==> src/rtl/nand_seq_ctrl.sv <==
// Multi-cycle controller that time-shares one WIDTH-bit NAND unit to evaluate all
// two-input logic functions, with valid/ready handshakes and a saturating NAND counter.
module nand_seq_ctrl #(
   parameter int unsigned WIDTH = 8,
   parameter int unsigned CNT_W = 16
) (
   input  logic             clk,
   input  logic             rst_n,
   input  logic             in_valid_i,
   output logic             in_ready_o,
   input  logic [2:0]       op_i,
   input  logic [WIDTH-1:0] a_i,
   input  logic [WIDTH-1:0] b_i,
   output logic             out_valid_o,
   input  logic             out_ready_i,
   output logic [WIDTH-1:0] y_o,
   output logic             busy_o,
   output logic [CNT_W-1:0] nand_cnt_o
);

   typedef enum logic [1:0] {StIdle, StRun, StDone} state_e;
   typedef enum logic [2:0] {SrcA, SrcB, SrcT1, SrcT2, SrcT3} src_e;
   typedef enum logic [1:0] {DstT1, DstT2, DstT3, DstY} dst_e;

   state_e           state_q, state_d;
   logic [WIDTH-1:0] a_q, a_d, b_q, b_d;
   logic [WIDTH-1:0] t1_q, t1_d, t2_q, t2_d, t3_q, t3_d, y_q, y_d;
   logic [2:0]       op_q, op_d, step_q, step_d;
   logic [CNT_W-1:0] cnt_q, cnt_d;

   src_e             src_x, src_y;
   dst_e             dst;
   logic             last;
   logic [WIDTH-1:0] opnd_x, opnd_y, nand_res;

   // Microprogram ROM: (op, step) -> NAND sources, destination, last-step flag.
   always_comb begin
      src_x = SrcA;
      src_y = SrcA;
      dst   = DstY;
      last  = 1'b1;
      unique case (op_q)
         3'd0: src_y = SrcB;
         3'd1: begin
            if (step_q == 3'd0) begin
               src_y = SrcB; dst = DstT1; last = 1'b0;
            end else begin
               src_x = SrcT1; src_y = SrcT1;
            end
         end
         3'd2, 3'd3: begin
            case (step_q)
               3'd0: begin dst = DstT1; last = 1'b0; end
               3'd1: begin src_x = SrcB; src_y = SrcB; dst = DstT2; last = 1'b0; end
               3'd2: begin
                  src_x = SrcT1; src_y = SrcT2;
                  if (op_q == 3'd3) begin
                     dst = DstT3; last = 1'b0;
                  end
               end
               default: begin src_x = SrcT3; src_y = SrcT3; end
            endcase
         end
         3'd4, 3'd5: begin
            case (step_q)
               3'd0: begin src_y = SrcB; dst = DstT1; last = 1'b0; end
               3'd1: begin src_y = SrcT1; dst = DstT2; last = 1'b0; end
               3'd2: begin src_x = SrcB; src_y = SrcT1; dst = DstT3; last = 1'b0; end
               3'd3: begin
                  src_x = SrcT2; src_y = SrcT3;
                  if (op_q == 3'd5) begin
                     dst = DstT1; last = 1'b0;
                  end
               end
               default: begin src_x = SrcT1; src_y = SrcT1; end
            endcase
         end
         3'd6: ;
         default: begin
            if (step_q == 3'd0) begin
               dst = DstT1; last = 1'b0;
            end else begin
               src_x = SrcT1; src_y = SrcT1;
            end
         end
      endcase
   end

   always_comb begin
      opnd_x = a_q;
      unique case (src_x)
         SrcB:    opnd_x = b_q;
         SrcT1:   opnd_x = t1_q;
         SrcT2:   opnd_x = t2_q;
         SrcT3:   opnd_x = t3_q;
         default: opnd_x = a_q;
      endcase
   end

   always_comb begin
      opnd_y = a_q;
      unique case (src_y)
         SrcB:    opnd_y = b_q;
         SrcT1:   opnd_y = t1_q;
         SrcT2:   opnd_y = t2_q;
         SrcT3:   opnd_y = t3_q;
         default: opnd_y = a_q;
      endcase
   end

   assign nand_res = ~(opnd_x & opnd_y);

   always_comb begin
      state_d = state_q;
      a_d     = a_q;
      b_d     = b_q;
      op_d    = op_q;
      step_d  = step_q;
      t1_d    = t1_q;
      t2_d    = t2_q;
      t3_d    = t3_q;
      y_d     = y_q;
      cnt_d   = cnt_q;
      unique case (state_q)
         StIdle: begin
            if (in_valid_i) begin
               a_d     = a_i;
               b_d     = b_i;
               op_d    = op_i;
               step_d  = 3'd0;
               state_d = StRun;
            end
         end
         StRun: begin
            unique case (dst)
               DstT1:   t1_d = nand_res;
               DstT2:   t2_d = nand_res;
               DstT3:   t3_d = nand_res;
               default: y_d  = nand_res;
            endcase
            if (cnt_q != {CNT_W{1'b1}}) begin
               cnt_d = cnt_q + CNT_W'(1);
            end
            step_d = step_q + 3'd1;
            if (last) begin
               state_d = StDone;
            end
         end
         StDone: begin
            if (out_ready_i) begin
               state_d = StIdle;
            end
         end
         default: state_d = StIdle;
      endcase
   end

   always_ff @(posedge clk or negedge rst_n) begin
      if (!rst_n) begin
         state_q <= StIdle;
         a_q     <= '0;
         b_q     <= '0;
         op_q    <= '0;
         step_q  <= '0;
         t1_q    <= '0;
         t2_q    <= '0;
         t3_q    <= '0;
         y_q     <= '0;
         cnt_q   <= '0;
      end else begin
         state_q <= state_d;
         a_q     <= a_d;
         b_q     <= b_d;
         op_q    <= op_d;
         step_q  <= step_d;
         t1_q    <= t1_d;
         t2_q    <= t2_d;
         t3_q    <= t3_d;
         y_q     <= y_d;
         cnt_q   <= cnt_d;
      end
   end

   assign in_ready_o  = (state_q == StIdle);
   assign busy_o      = (state_q != StIdle);
   assign out_valid_o = (state_q == StDone);
   assign y_o         = y_q;
   assign nand_cnt_o  = cnt_q;

endmodule

==> config.mk <==
export PLATFORM = sky130hd
export DESIGN_NAME = nand_seq_ctrl
export DESIGN_NICKNAME = d
export VERILOG_FILES = /design/src/rtl/nand_seq_ctrl.sv
export SDC_FILE = /design/constraint.sdc
export NUM_CORES = 1
export LEC_CHECK = 0
export CORE_MARGIN = 1.5
export CORE_UTILIZATION = 50
export CTS_CLUSTER_SIZE = 25
export DETAILED_ROUTE_END_ITERATION = 6
export GPL_ROUTABILITY_DRIVEN = 0
export GPL_TIMING_DRIVEN = 0
export PLACE_DENSITY = 0.72
export SLEW_MARGIN = 20
export SYNTH_ARGS = -nofsm -noshare
export SYNTH_HDL_FRONTEND = slang
export SYNTH_SLANG_ARGS = --single-unit
==> constraint.sdc <==
create_clock -name clk -period 2.27 [get_ports clk]
set_input_delay 0.681 -clock clk [delete_from_list [all_inputs] [get_ports clk]]
set_output_delay 0.681 -clock clk [all_outputs]
set_load 0.01 [all_outputs]
# Yosys cells after proc, flatten, opt, wreduce, memory -nomap -nowiden
# Cells that the tools add are included.
# totals
register_bits,72
input_bits,23
out_inout_bits,27
word_cells,88
# classes
n_addsub,2
eq_ne,25
n_mux,28
bitwise_logic,3
n_reduce_logical,20
# ops
operator,count
8-bit one-hot mux with 4 select lines,2
3-bit one-hot mux with 3 select lines,3
"3-bit by 2-bit equality test with 1-bit output, second input constant",8
2-bit one-hot mux with 3 select lines,4
"16-bit by 1-bit adder with 16-bit output, second input constant",1
"16-bit != test, second input constant",1
"3-bit equality test, second input constant",5
3-bit one-hot mux with 5 select lines,1
2-bit two-way mux,7
2-bit AND reduction,7
"3-bit by 1-bit equality test with 1-bit output, second input constant",4
3-bit one-hot mux with 2 select lines,2
8-bit bitwise AND,1
8-bit NOT,1
2-bit one-hot mux with 4 select lines,1
2-bit OR reduction,4
3-bit zero test,2
3-bit OR reduction,2
"2-bit by 1-bit equality test with 1-bit output, second input constant",2
"2-bit equality test, second input constant",2
2-bit zero test,2
1-bit two-way mux,4
"2-bit != test, second input constant",2
1-bit one-hot mux with 2 select lines,2
7 further kinds,8

# Logic depth before layout (Yosys ltp)
# depth
word_depth,8
depth_mapped,11
depth_no_buf,9

# Least setup slack after synthesis
# No wires, ideal clock.
# synth_timing
path_kind,register to register
start,register step_q[1]
end,register t1_q[6]
setup_ns,0.125
t_arrival_ns,2.313
slack_ns,-0.167
stages_incl_launch_ff,10
path_buffers,1
cell_sequence,dfrtp_1 > inv_1 > ha_1 > or3b_1 > and3_1 > clkbuf_1 > a21o_1 > a22oi_4 > o2111ai_2 > mux2_2
# synth_between
elab_chain_len,8
word_cells_on_any_way,31
# synth_rtl
item,line_no,rtl
start: declaration,28,"logic [2:0] op_q, op_d, step_q, step_d;"
start signal: assignment,175,step_q <= step_d;
3-bit by 1-bit equality test with 1-bit output / 3-bit zero test (equally long branches),"52, 65, 45",
2-bit OR reduction (no source line),--,
2-bit one-hot mux with 3 select lines,65,case (step_q)
3-bit one-hot mux with 3 select lines,42,unique case (op_q)
3-bit equality test (tied with other cells),91,unique case (src_x)
8-bit one-hot mux with 4 select lines,91,
8-bit bitwise AND,111,assign nand_res = ~(opnd_x & opnd_y);
8-bit NOT,111,
end signal: assignment,176,t1_q <= t1_d;
end: declaration,27,"logic [WIDTH-1:0] t1_q, t1_d, t2_q, t2_d, t3_q, t3_d, y_q, y_d;"
# Parallel ways exist; a longest one is shown, timed or not.
# A chain may end at the register's enable or synchronous reset.

# Worst setup path after layout
# layout_timing
start,register step_q[0]
end,register t3_q[7]
# layout_between
elab_chain_len,8
word_cells_on_any_way,31
# layout_rtl
item,line_no,rtl
3-bit by 1-bit equality test with 1-bit output / 3-bit zero test (equally long branches),"52, 65, 45",
2-bit OR reduction (no source line),--,
2-bit one-hot mux with 3 select lines,65,
3-bit one-hot mux with 3 select lines,42,
3-bit equality test (tied with other cells),91,
8-bit one-hot mux with 4 select lines,91,
8-bit bitwise AND,111,
8-bit NOT,111,
end signal: assignment,178,t3_q <= t3_d;
end: declaration,27,
# Parallel ways exist; a longest one is shown, timed or not.

==> impl_results.md <==
- Outcome: complete, but fails checks
- Failing checks: negative setup slack
- Final setup viols: 32
- Hold Crit Class: input port to async pin
- Synth Area in Simple Gates: 0.1818
- RSZ-0062 raised after global routing: true
- Final Cycle Share: 1.103
- Mux contribution to synthesized area: 0.1095
- Post-synthesis compound-gate area fraction: 0.1662
- Largest net degree at the start of global routing: 38
- Syn nets: 405
- Critical path type: flip-flop to flip-flop
- Critical path fanouts, max: 5
- Via count: 3334
- PD cells: 1684 mW/mm2
- Final Skew: 0.01006 ns
- Worst VDD drop: 0.0008228 V
- Critical Path AT: 2.75 ns
- CTS Buffer Depth: 2
- Fmax: 399.5 MHz
- Final wirelength: 10.58 mm
- Synth Area in Adders: 0.02221
- Row Count: 32
- Main combinational cell family by area after synthesis: simple AND/OR/NAND/NOR gates
- Post-Synthesis Cell Area: 0.003944 mm2
- Layout Nets: 498
- First-pass GRT wire length: 16.49 mm
- First-pass DRT Iterations: 4
- Dominant cells by area after synthesis: dfrtp_1, mux2_2, nand2_1, xnor2_1, ha_1
- Num CTS Buffers: 9
- Chip height: 91.81 um
- Syn. warnings: 0
- Die W: 91.81 um
- DP HPWL: 6.701 mm
- Tmin final: 2.503 ns
- Vias in the first global route: 3155
- Post-synth cell types: 59
- I/O pin total: 50
- Commonest non-fill, non-tap cell in the layout: dfrtp_1
- Root Driver: clkbuf_8
- Htree depth: 3
- # Max-Cap Violations: 0
- Post-synth EDFFs: 0
- Most frequent cells in the layout: dfrtp_1, nand2_1, clkdlybuf4s50_1
- Top FF cell, synth: dfrtp_1
- Register area share after synthesis: 0.4569
- Latest clock arrival within the worst-skew pair: 0.36 ns
- Wire per inst: 18.40 um
- Async SR Flop Fraction: 1.000
- Worst slew margin: 0.6146
- Drt drc: 0
- Clk sinks: 72
- # diodes: 0
- Hold_ws: 0.2771 ns
- P_leak: 2.244 nW
- Die area: 0.008429 mm2
- TritonCTS clock tree: yes
- Initial antenna violation count: 0
- Vias per cell: 5.798
- Area Overhead vs Synth: 37.12%
- CP endpoint kind: flip-flop
- Setup slack after layout: -0.2334 ns
- Post-synth top area share: 0.4569
- GRT Total Usage: 0.2566
- Initial core utilization: 0.5130
- Post-Synthesis Cells: 375
- Worst-Margin Slew: 0.5781 ns
- Clock slew at reported path FFs: 0.09 ns
- Share of cells above drive strength 1: 0.2981
- Largest area contributor in the netlist: dfrtp_1
- Final ANT Viol Nets: 0
- Number of hold violations in the final report: 0
- Cts hold-fix bufs: 0
- Port Buffers: 49
- Core Util, Final: 0.7035
- Xor/xnor cell area share of the yosys netlist: 0.03109
- Final Max Tran Viols: 0
- Congestion Overflow GR: 0
- Data required, critical path: 2.52 ns
- Register bit total from synthesis: 72
- Syn Area/Cell: 10.52 um2
- Core Box Area: 0.007687 mm2
- 1st-iter DRT viols: 262
- CP startpoint kind: flip-flop
-- through the flow --
stage | cells | worst slack (ns) | area, um2 | setup TNS (ns) | power [mW]
floorplan | 375 | -0.1294 | 3965 | -3.508 | 5.258
global placement | 526 | -1.973 | 4583 | -160.73 | 6.294
detailed placement | 527 | -0.5897 | 4601 | -18.00 | 6.428
CTS | 562 | -0.1872 | 5120 | -5.479 | 8.208
global route | 575 | -0.3481 | 5408 | -9.396 | 9.621
finish | 575 | -0.2334 | 5408 | -6.671 | 9.106
-- area by class of cell --
cell class	instances	area (um2)
multi-input cells	279	2336
fillers	583	2280
flip-flops and latches	72	1804
repair buffers	84	820.8
well taps	102	127.6
clock buffers	9	123.9
plain buffers	15	102.6
clock inverters	7	61.31
inverters	7	31.28
-- power by group --
group	leakage (nW)	total [mW]	internal [mW]	switching (mW)
combinational	1.31	5.86	2.96	2.89
sequential	0.849	2.29	1.79	0.500
clock	0.0888	0.961	0.417	0.545
total	2.24	9.11	5.17	3.94
-- worst max-delay path, stage by stage (launching register included) --
cell	delay (ns)
dfrtp_2	0.48
inv_4	0.10
ha_4	0.18
or3b_4	0.39
and3_4	0.23
a21o_1	0.21
a22oi_4	0.21
buf_6	0.17
o221ai_4	0.13
mux2_4	0.29
-- Yosys cell counts, types with 8 or more instances --
cell type / n
nand2b_1: 8
xnor2_1: 13
o21ai_0: 10
dfrtp_1: 72
nand2_1: 68
mux2_2: 33
clkbuf_1: 8
nand3_1: 12
nor2_1: 14
-- kinds of logic after synthesis --
| group | count (synthesis) |
|---|---|
| simple gates | 141 |
| compound gates | 78 |
| flops | 72 |
| mux | 39 |
| buf+inv | 24 |
| xor+xnor | 14 |
| fa+ha+maj | 7 |
-- repair_timing --
item,CTS,global route
resized for setup,38,31
pin swaps,13,11
setup endpoints to repair,32,41
cloned,0,1
buffers inserted,21,12
-- routing by layer --
metal | vias up | wire (um) | track usage
li1 | 1540 | - | -
met1 | 1663 | 4564 | 0.3499
met2 | 109 | 5144 | 0.4030
met3 | 22 | 610 | 0.05970
met4 | 0 | 262 | 0.08846
met5 | - | 0 | 0
-- sequential cells by signal (all words and copies together) (netlist names) --
register,cells
t3_q,8
step_q,3
t1_q,8
op_q,3
b_q,8
y_o,8
t2_q,8
state_q,2
nand_cnt_o,16
a_q,8
-- final timing paths --
path | startpoint | to | slack, ns | cells past startpoint
hold / removal | rst_n | b_q[7] | 0.28 | 1
max in group asynchronous | rst_n | nand_cnt_o[6] | 1.42 | 2
min in group clk | nand_cnt_o[4] | nand_cnt_o[4] | 0.50 | 1
setup reg to reg | step_q[0] | t3_q[7] | -0.23 | 9
setup / recovery | step_q[0] | t3_q[7] | -0.23 | 9
hold reg to reg | nand_cnt_o[4] | nand_cnt_o[4] | 0.50 | 1
Power figures use the tool's default switching activity.
